===== config.mk =====
export PLATFORM = sky130hd
export DESIGN_NAME = timer_counter
export DESIGN_NICKNAME = d
export VERILOG_FILES = /design/src/rtl/timer_pkg.sv /design/src/rtl/timer_int_ctrl.sv /design/src/rtl/timer_counter.sv
export SDC_FILE = /design/constraint.sdc
export NUM_CORES = 1
export LEC_CHECK = 0
export CAP_MARGIN = 5
export CORE_MARGIN = 1.5
export CORE_UTILIZATION = 42
export CTS_BUF_LIST = sky130_fd_sc_hd__clkbuf_16
export CTS_CLUSTER_DIAMETER = 60
export DETAILED_ROUTE_END_ITERATION = 10
export PLACE_DENSITY = 0.8
export SKIP_LAST_GASP = 1
export SYNTH_ARGS = -nofsm -noshare
export SYNTH_HDL_FRONTEND = slang
export SYNTH_SLANG_ARGS = --single-unit

===== constraint.sdc =====
create_clock -name clk -period 2.2 [get_ports clk]
set_input_delay 0.33 -clock clk [delete_from_list [all_inputs] [get_ports clk]]
set_output_delay 0.33 -clock clk [all_outputs]
set_load 0.1 [all_outputs]

===== src/rtl/timer_pkg.sv =====
// Shared timer constants and halt FSM encoding, used by the counter, prescaler and register blocks.
package timer_pkg;

  localparam int unsigned DATA_W = 32;
  localparam int unsigned CNT_W  = 2 * DATA_W;

  typedef enum logic [0:0] {
    StRun    = 1'b0,
    StHalted = 1'b1
  } halt_state_e;

endpackage


===== src/rtl/timer_int_ctrl.sv =====
// Compare-match detection, sticky interrupt status and interrupt output masking.
module timer_int_ctrl #(
  parameter int unsigned CNT_W = timer_pkg::CNT_W
) (
  input  logic             clk,
  input  logic             rst_n,
  input  logic [CNT_W-1:0] cnt_val,
  input  logic [CNT_W-1:0] cmp_val,
  input  logic             int_en,
  input  logic             int_clr,
  output logic             int_st,
  output logic             tim_int
);
  import timer_pkg::*;

  logic match;
  logic int_st_q, int_st_d;

  assign match = (cnt_val == cmp_val);

  // Level-set: a persisting match keeps re-setting status, so it beats a clear.
  always_comb begin
    int_st_d = int_st_q;
    if (match) begin
      int_st_d = 1'b1;
    end else if (int_clr) begin
      int_st_d = 1'b0;
    end
  end

  always_ff @(posedge clk or negedge rst_n) begin
    if (!rst_n) begin
      int_st_q <= 1'b0;
    end else begin
      int_st_q <= int_st_d;
    end
  end

  assign int_st  = int_st_q;
  assign tim_int = int_st_q & int_en;

endmodule


===== src/rtl/timer_counter.sv =====
// 64-bit timer up-counter with software half-writes, debug halt handshake and compare interrupt.
module timer_counter #(
  parameter int unsigned DATA_W = timer_pkg::DATA_W,
  parameter int unsigned CNT_W  = timer_pkg::CNT_W
) (
  input  logic              clk,
  input  logic              rst_n,
  input  logic              timer_en,
  input  logic              cnt_en,
  input  logic              wr_cnt_lo,
  input  logic              wr_cnt_hi,
  input  logic [DATA_W-1:0] wdata,
  input  logic [CNT_W-1:0]  cmp_val,
  input  logic              int_en,
  input  logic              int_clr,
  input  logic              halt_req,
  output logic [CNT_W-1:0]  cnt_val,
  output logic              int_st,
  output logic              tim_int,
  output logic              halt_ack
);
  import timer_pkg::*;

  localparam logic [CNT_W-1:0] CntOne = {{(CNT_W-1){1'b0}}, 1'b1};

  halt_state_e      state_q, state_d;
  logic [CNT_W-1:0] cnt_q, cnt_d;
  logic             timer_en_q;

  always_ff @(posedge clk or negedge rst_n) begin
    if (!rst_n) begin
      state_q <= StRun;
    end else begin
      state_q <= state_d;
    end
  end

  always_comb begin
    state_d = state_q;
    unique case (state_q)
      StRun:    if (halt_req)  state_d = StHalted;
      StHalted: if (!halt_req) state_d = StRun;
    endcase
  end

  always_comb begin
    halt_ack = (state_q == StHalted);
  end

  // Writes win over everything, then the disable edge clear, then a qualified tick.
  always_comb begin
    cnt_d = cnt_q;
    if (wr_cnt_lo || wr_cnt_hi) begin
      if (wr_cnt_lo) cnt_d[DATA_W-1:0]     = wdata;
      if (wr_cnt_hi) cnt_d[CNT_W-1:DATA_W] = wdata;
    end else if (timer_en_q && !timer_en) begin
      cnt_d = '0;
    end else if (timer_en && cnt_en && (state_q == StRun)) begin
      cnt_d = cnt_q + CntOne;
    end
  end

  always_ff @(posedge clk or negedge rst_n) begin
    if (!rst_n) begin
      cnt_q      <= '0;
      timer_en_q <= 1'b0;
    end else begin
      cnt_q      <= cnt_d;
      timer_en_q <= timer_en;
    end
  end

  assign cnt_val = cnt_q;

  timer_int_ctrl #(
    .CNT_W(CNT_W)
  ) u_int_ctrl (
    .clk     (clk),
    .rst_n   (rst_n),
    .cnt_val (cnt_q),
    .cmp_val (cmp_val),
    .int_en  (int_en),
    .int_clr (int_clr),
    .int_st  (int_st),
    .tim_int (tim_int)
  );

endmodule


==> flow_summary.yaml, run 1 <==
floorplanning:
  die_y_um: 113.3
  start_util_pct: 42.71
  die_width_um: 113.3
  rows: 40
  die_area_mm2: 0.01283
  io_pins: 172
  coreArea_mm2: 0.01196
drt:
  drtIter0Drc: 794
  wirelength_mm: 25.29
  routed_via_density: 6.170
  maxUsedRoutingLayer: "met4"
  ant_nets: 0
  drt-met1-wl_mm: 10.24
  firstDrtPassIters: 5
  via_count: 6830
  drc: 0
  avgRoutedWirePerCell_um: 22.84
  wl_met3_mm: 2.053
  dr_wl_met2_mm: 11.83
timing:
  hold_viol_final: 3
  setup_viol: 1
  clock-skew-final_ps: 9.033
  min_period_ps: 2223
  holdWs_ps: -10.76
  rsz0062_at_grt: "yes"
  max_freq_ghz: 0.4498
  worst_slack_ps: -23.21
  relSlewSlack_pct: 65.35
  tns_ps: -23.21
  worstMarginPinSlew_ps: 519.7
  post-route-period-util_pct: 101.1
  slew_viol_final: 0
logic_synthesis:
  ys_ff_latch: 67
  syn-num-nets: 751
  synth_ff_type: "dfrtp_1"
  synth_area_leader_cell: "dfrtp_1"
  netlist-cell-type-count: 55
  postSynthCellCount: 645
  synth_edf_count: 0
  syn_area_mm2: 0.005109
  synth.area.top_cells: "dfrtp_1 33%, xnor2_1 11%, o21ai_0 7.2%"
  ys_seq_area_share_pct: 32.82
  synth_top_area_share_pct: 32.82
  async_flop_share_pct: 100.0
  syn_avg_cell_area_um2: 7.920
  ys.warnings.count: 0
setup_path:
  crit_arrival_ps: 2510
  critPathMaxStageDelay_ps: 570
  crit_type: "register to register"
  cp_max_fo: 4
  cp-end-kind: "register"
  cp_cell_sequence: "and4_4 -> nand4_1 -> or4_4 -> or2_4 -> or4_1 -> nand3_1"
  worst_ep_required_time_ps: 2480
  startpoint_type: "register"
  slowest_stage: "or4_4"
global_route:
  grt_pass1_vias: 6625
  track_usage_pct: 39.26
  antenna_found_initial: 1
  grt_pass1_wl_mm: 37.60
  grt_overflow: 0
  grt_max_degree: 68
clocking:
  clk_path_buf_depth: 2
  htreeDepth: 3
  tritoncts_num_sinks: 67
  cts_tree: "built"
  clk_pin_slew_ps: 60
  cts-buffers-inserted: 9
  cts_root_buf: "clkbuf_16"
  clock_latency_ps: 350
placement:
  placed_cell_area_mm2: 0.008078
  dp.final_hpwl_mm: 19.84
  io_buffers: 171
  place.gp.congestion: 1.026
finish:
  post-route-util_pct: 72.69
  area_growth_syn_to_layout_pct: 70.19
  n_antenna_cell: 0
  final_common_cell: "buf_4"
  drive_gt1_share_pct: 36.56
  fill_cells: 943
  layout_common_cells: "228 x buf_4, 103 x clkdlybuf4s50_1, 66 x o21ai_0, 66 x nand2_1, 64 x xnor2_1"
  nets: 1061
  fin_area_mm2: 0.008695
status:
  violations: "hold timing, setup timing"
  outcome: "complete, but fails checks"
power:
  ir_drop_v: 0.0004648
  power_density_mw_per_mm2: 723.3
  leakage_nw: 3.503
hold_path:
  holdCritPathClass: "primary input to asynchronous set/reset pin"
job:
  maxCapViolCount: 0
## sequential cells by signal, summed over array words and instances, names as in the netlist
| name | cells |
|---|---|
| cnt_val | 64 |
| halt_ack | 1 |
| timer_en_q | 1 |
| u_int_ctrl.int_st | 1 |
## area by class of cell
class                      count  area [um^2]  area share (%)
tap                          147        183.9           2.115
sequential                    67         1803           20.74
multi-input combinational    522         3416           39.29
inverter                      10        37.54          0.4317
clock buffer                   9        225.2           2.590
clock inverter                 7        108.9           1.252
timing repair buffer         345         2920           33.59
## where the power goes
group,switching [mW],internal (mW)
clock network,0.591,1.10
logic,2.05,0.972
registers,0.150,1.43
## Yosys cell counts, drive strengths merged, types with 3 or more instances
library cell and number:
o21ai 74, nand2 69, dfrtp 67, xnor2 64, nand4 42, nand3 34
clkbuf 33, a21oi 31, nor2 31, nor3 20, nor4 17, a22oi 14
and3 13, buf 13, a31oi 11, and2 10, inv 10, o31a 10
o311ai 9, and4 8, o211ai 7, or4 7, or2 5, a41oi 4
o22ai 4, a32oi 3, nand2b 3, o2bb2ai 3, or3 3
## kinds of logic after synthesis
logic type,synth area share (%)
simple gates,27.50
compound gates,23.98
flops,32.82
xor+xnor,10.97
buf+inv,4.482
fa+ha+maj,0.2449
## worst max-delay path, delay by kind of cell (launching register included)
family           cells  cell delay, ps
AND/OR/NAND/NOR      6            1760
flip-flops           1             410
## per-stage QoR
| stage | cells | setup slack, ps | total power, mW |
|---|---|---|---|
| after detailed placement | 1077 | -101.0 | 4.541 |
| final | 1107 | -23.21 | 6.289 |
| after global routing | 1107 | -106.9 | 6.450 |
| after floorplan | 645 | -449.5 | 3.423 |
| after global placement | 1077 | -94.79 | 4.506 |
| after CTS | 1097 | 16.53 | 6.220 |
## per-layer routing
layer	GRT usage [%]	vias up
li1	-	3042
met1	50.98	3320
met2	63.92	397
met3	6.802	71
met4	18.25	0
met5	0	-
## timing repair
item | in CTS | in global routing
hold buffers | 0 | 0
buffers inserted | 4 | 11
endpoints found under the hold margin | 0 | 0
setup endpoints to repair | 8 | 30
pin swaps | 5 | 24
resized for setup | 8 | 37
## worst paths after layout
path	from	to	slack, ps	depth (start not counted)
max in group asynchronous	rst_n	cnt_val[27]$_DFFE_PN0P_	1840	2
max	cnt_val[1]$_DFFE_PN0P_	cnt_val[55]$_DFFE_PN0P_	-20	6
min	rst_n	cnt_val[57]$_DFFE_PN0P_	-10	2
min reg2reg	u_int_ctrl.int_st$_DFFE_PN0P_	u_int_ctrl.int_st$_DFFE_PN0P_	550	2
max reg2reg	cnt_val[1]$_DFFE_PN0P_	cnt_val[55]$_DFFE_PN0P_	-20	6
min in group clk	halt_req	halt_ack$_DFF_PN0_	440	1
No activity file was read; power rests on OpenSTA's default activity.
==> inputs of run 2 (changes only) <==
Settings changed: CTS_CLUSTER_DIAMETER 60 to 40.
==> results of run 2 <==
Same layout as run 1: the final DEF is identical, and so are final timing and power.
==> inputs of run 3 (changes only) <==
==> constraint.sdc (replaced) <==
create_clock -name clk -period 2.2 [get_ports clk]
set_input_delay 0.33 -clock clk [delete_from_list [all_inputs] [get_ports clk]]
set_output_delay 0.33 -clock clk [all_outputs]
set_load 0.01 [all_outputs]
==> run 3 against run 2 <==
Compared with the run above: the run ends with setup timing left; via count up 0.35%; highest routed layer unchanged; clock-buffer cell count did not move; critical path depth grew 3; largest cell class unchanged; first-iteration DRC count fell by 5.4%; largest power group unchanged; sequential share of layout area fell by 0.79 points.
==> flow_summary.yaml, run 3 (synthesis gave the netlist of run 1 again) <==
placement:
  place_ws_ps: -112.1
  place.gp.congestion: 0.9895
  dp.final_hpwl_mm: 19.76
  io_buffers: 171
clocking:
  cts_tree: "built"
  clk_pin_slew_ps: 60
  cts_root_buf: "clkbuf_16"
  hold_buffers: 0
  htreeDepth: 3
  tritoncts_num_sinks: 67
  clk_path_buf_depth: 2
  clock_latency_ps: 350
  cts-buffers-inserted: 9
floorplanning:
  io_pins: 172
  die_y_um: 113.3
  die_area_mm2: 0.01283
  die_width_um: 113.3
  start_util_pct: 42.71
  rows: 40
  coreArea_mm2: 0.01196
setup_path:
  crit_arrival_ps: 2480
  critPathLaunch: "cnt_val[1]$_DFFE_PN0P_"
  critPathMaxStageDelay_ps: 410
  path_common_cell: "buf_12"
  path_delay_family: "simple AND/OR/NAND/NOR gates"
  cp_cell_sequence: "ha_2 -> and3_4 -> nand4_1 -> nor4_4 -> buf_12 -> buf_12 -> nand3_4 -> o31a_1 -> o22ai_1"
  cp_max_fo: 7
  r2r-start: "cnt_val[1]$_DFFE_PN0P_"
  worst_ep_required_time_ps: 2470
  cp-end-kind: "register"
  crit_buf_inv: 2
  crit_type: "register to register"
  slowest_stage: "dfrtp_1"
  startpoint_type: "register"
global_route:
  grt_max_degree: 35
  grt_pass1_vias: 6560
  grt_overflow: 0
  antenna_found_initial: 1
  track_usage_pct: 39.44
  grt_pass1_wl_mm: 38.20
timing:
  post-route-period-util_pct: 100.3
  rsz0062_at_grt: "yes"
  min_period_ps: 2206
  slew_viol_final: 0
  clock-skew-final_ps: 6.969
  worst_slack_ps: -5.969
  worstMarginPinSlew_ps: 689.1
  hold_viol_final: 0
  tns_ps: -8.088
  relSlewSlack_pct: 54.06
  setup_viol: 3
  max_freq_ghz: 0.4533
drt:
  avgRoutedWirePerCell_um: 23.37
  drc: 0
  wirelength_mm: 25.40
  routed_via_density: 6.305
  firstDrtPassIters: 6
  ant_nets: 0
  drtIter0Drc: 751
  via_count: 6854
finish:
  seqCellArea_mm2: 0.001679
  final_common_cell: "clkdlybuf4s50_1"
  largest_reg_flops: 64
  multiInputGateArea_mm2: 0.003357
  nets: 1040
  layout_common_cells: "170 x clkdlybuf4s50_1, 149 x buf_4, 68 x nand2_1, 67 x o21ai_0, 65 x dfrtp_1"
  drive_gt1_share_pct: 21.83
  fill_cells: 985
  area_growth_syn_to_layout_pct: 64.76
job:
  maxCapViolCount: 0
power:
  leakage_nw: 3.310
  power_density_mw_per_mm2: 574.8
  p_total_mw: 4.838
  ir_drop_v: 0.0003760
hold_path:
  holdCritPathClass: "primary input to asynchronous set/reset pin"
status:
  violations: "setup timing"
  outcome: "complete, but fails checks"
==> run 3: path summary, 6_finish.rpt <==
| path | endpoint | slack [ps] | cells past startpoint |
|---|---|---|---|
| worst min register to register | u_int_ctrl.int_st$_DFFE_PN0P_ | 540 | 2 |
| max in group asynchronous | cnt_val[15]$_DFFE_PN0P_ | 1440 | 2 |
| worst min-delay path | cnt_val[20]$_DFFE_PN0P_ | 20 | 1 |
| min in group clk | halt_ack$_DFF_PN0_ | 430 | 1 |
| worst max-delay path | cnt_val[60]$_DFFE_PN0P_ | -6 | 9 |
| worst max register to register | cnt_val[60]$_DFFE_PN0P_ | -6 | 9 |
==> run 3: through the flow <==
step	util, %	hold WS (ps)	instances	cell area (um^2)
global route	70.35	40.93	1086	8414
CTS	68.82	16.38	1077	8232
finish	70.37	19.48	1087	8417
global placement	66.55	362.6	1060	7960
floorplan	-	34.41	645	5216
detailed placement	66.55	385.0	1060	7960
==> run 3: timing repair <==
action | in CTS | in global routing
buffers inserted | 1 | 9
resized for setup | 1 | 33
pin swaps | 1 | 16
endpoints found under the setup margin | 15 | 28
==> run 3: layer usage <==
layer / vias up / GRT usage [%] / wire length, um
li1: 3003 / - / -
met1: 3237 / 53.58 / 10200
met2: 517 / 60.28 / 11320
met3: 97 / 7.124 / 2578
met4: 0 / 20.08 / 1311
met5: - / 0 / 0
==> run 3: where the power goes <==
part | internal (mW) | switching [mW] | leakage, nW | total (mW)
Clock | 0.746 | 0.586 | 0.130 | 1.33
Sequential | 1.39 | 0.153 | 0.815 | 1.54
Combinational | 0.991 | 0.977 | 2.36 | 1.97
Total | 3.12 | 1.72 | 3.31 | 4.84
==> run 3: cell type report <==
type	instances	share of cell area, %
diodes	1	0.02973
clock inverters	7	0.4162
repair buffers	324	34.41
clock buffers	9	2.676
well taps	147	2.185
flip-flops and latches	67	19.95
inverters	10	0.4460
multi-input cells	522	39.88
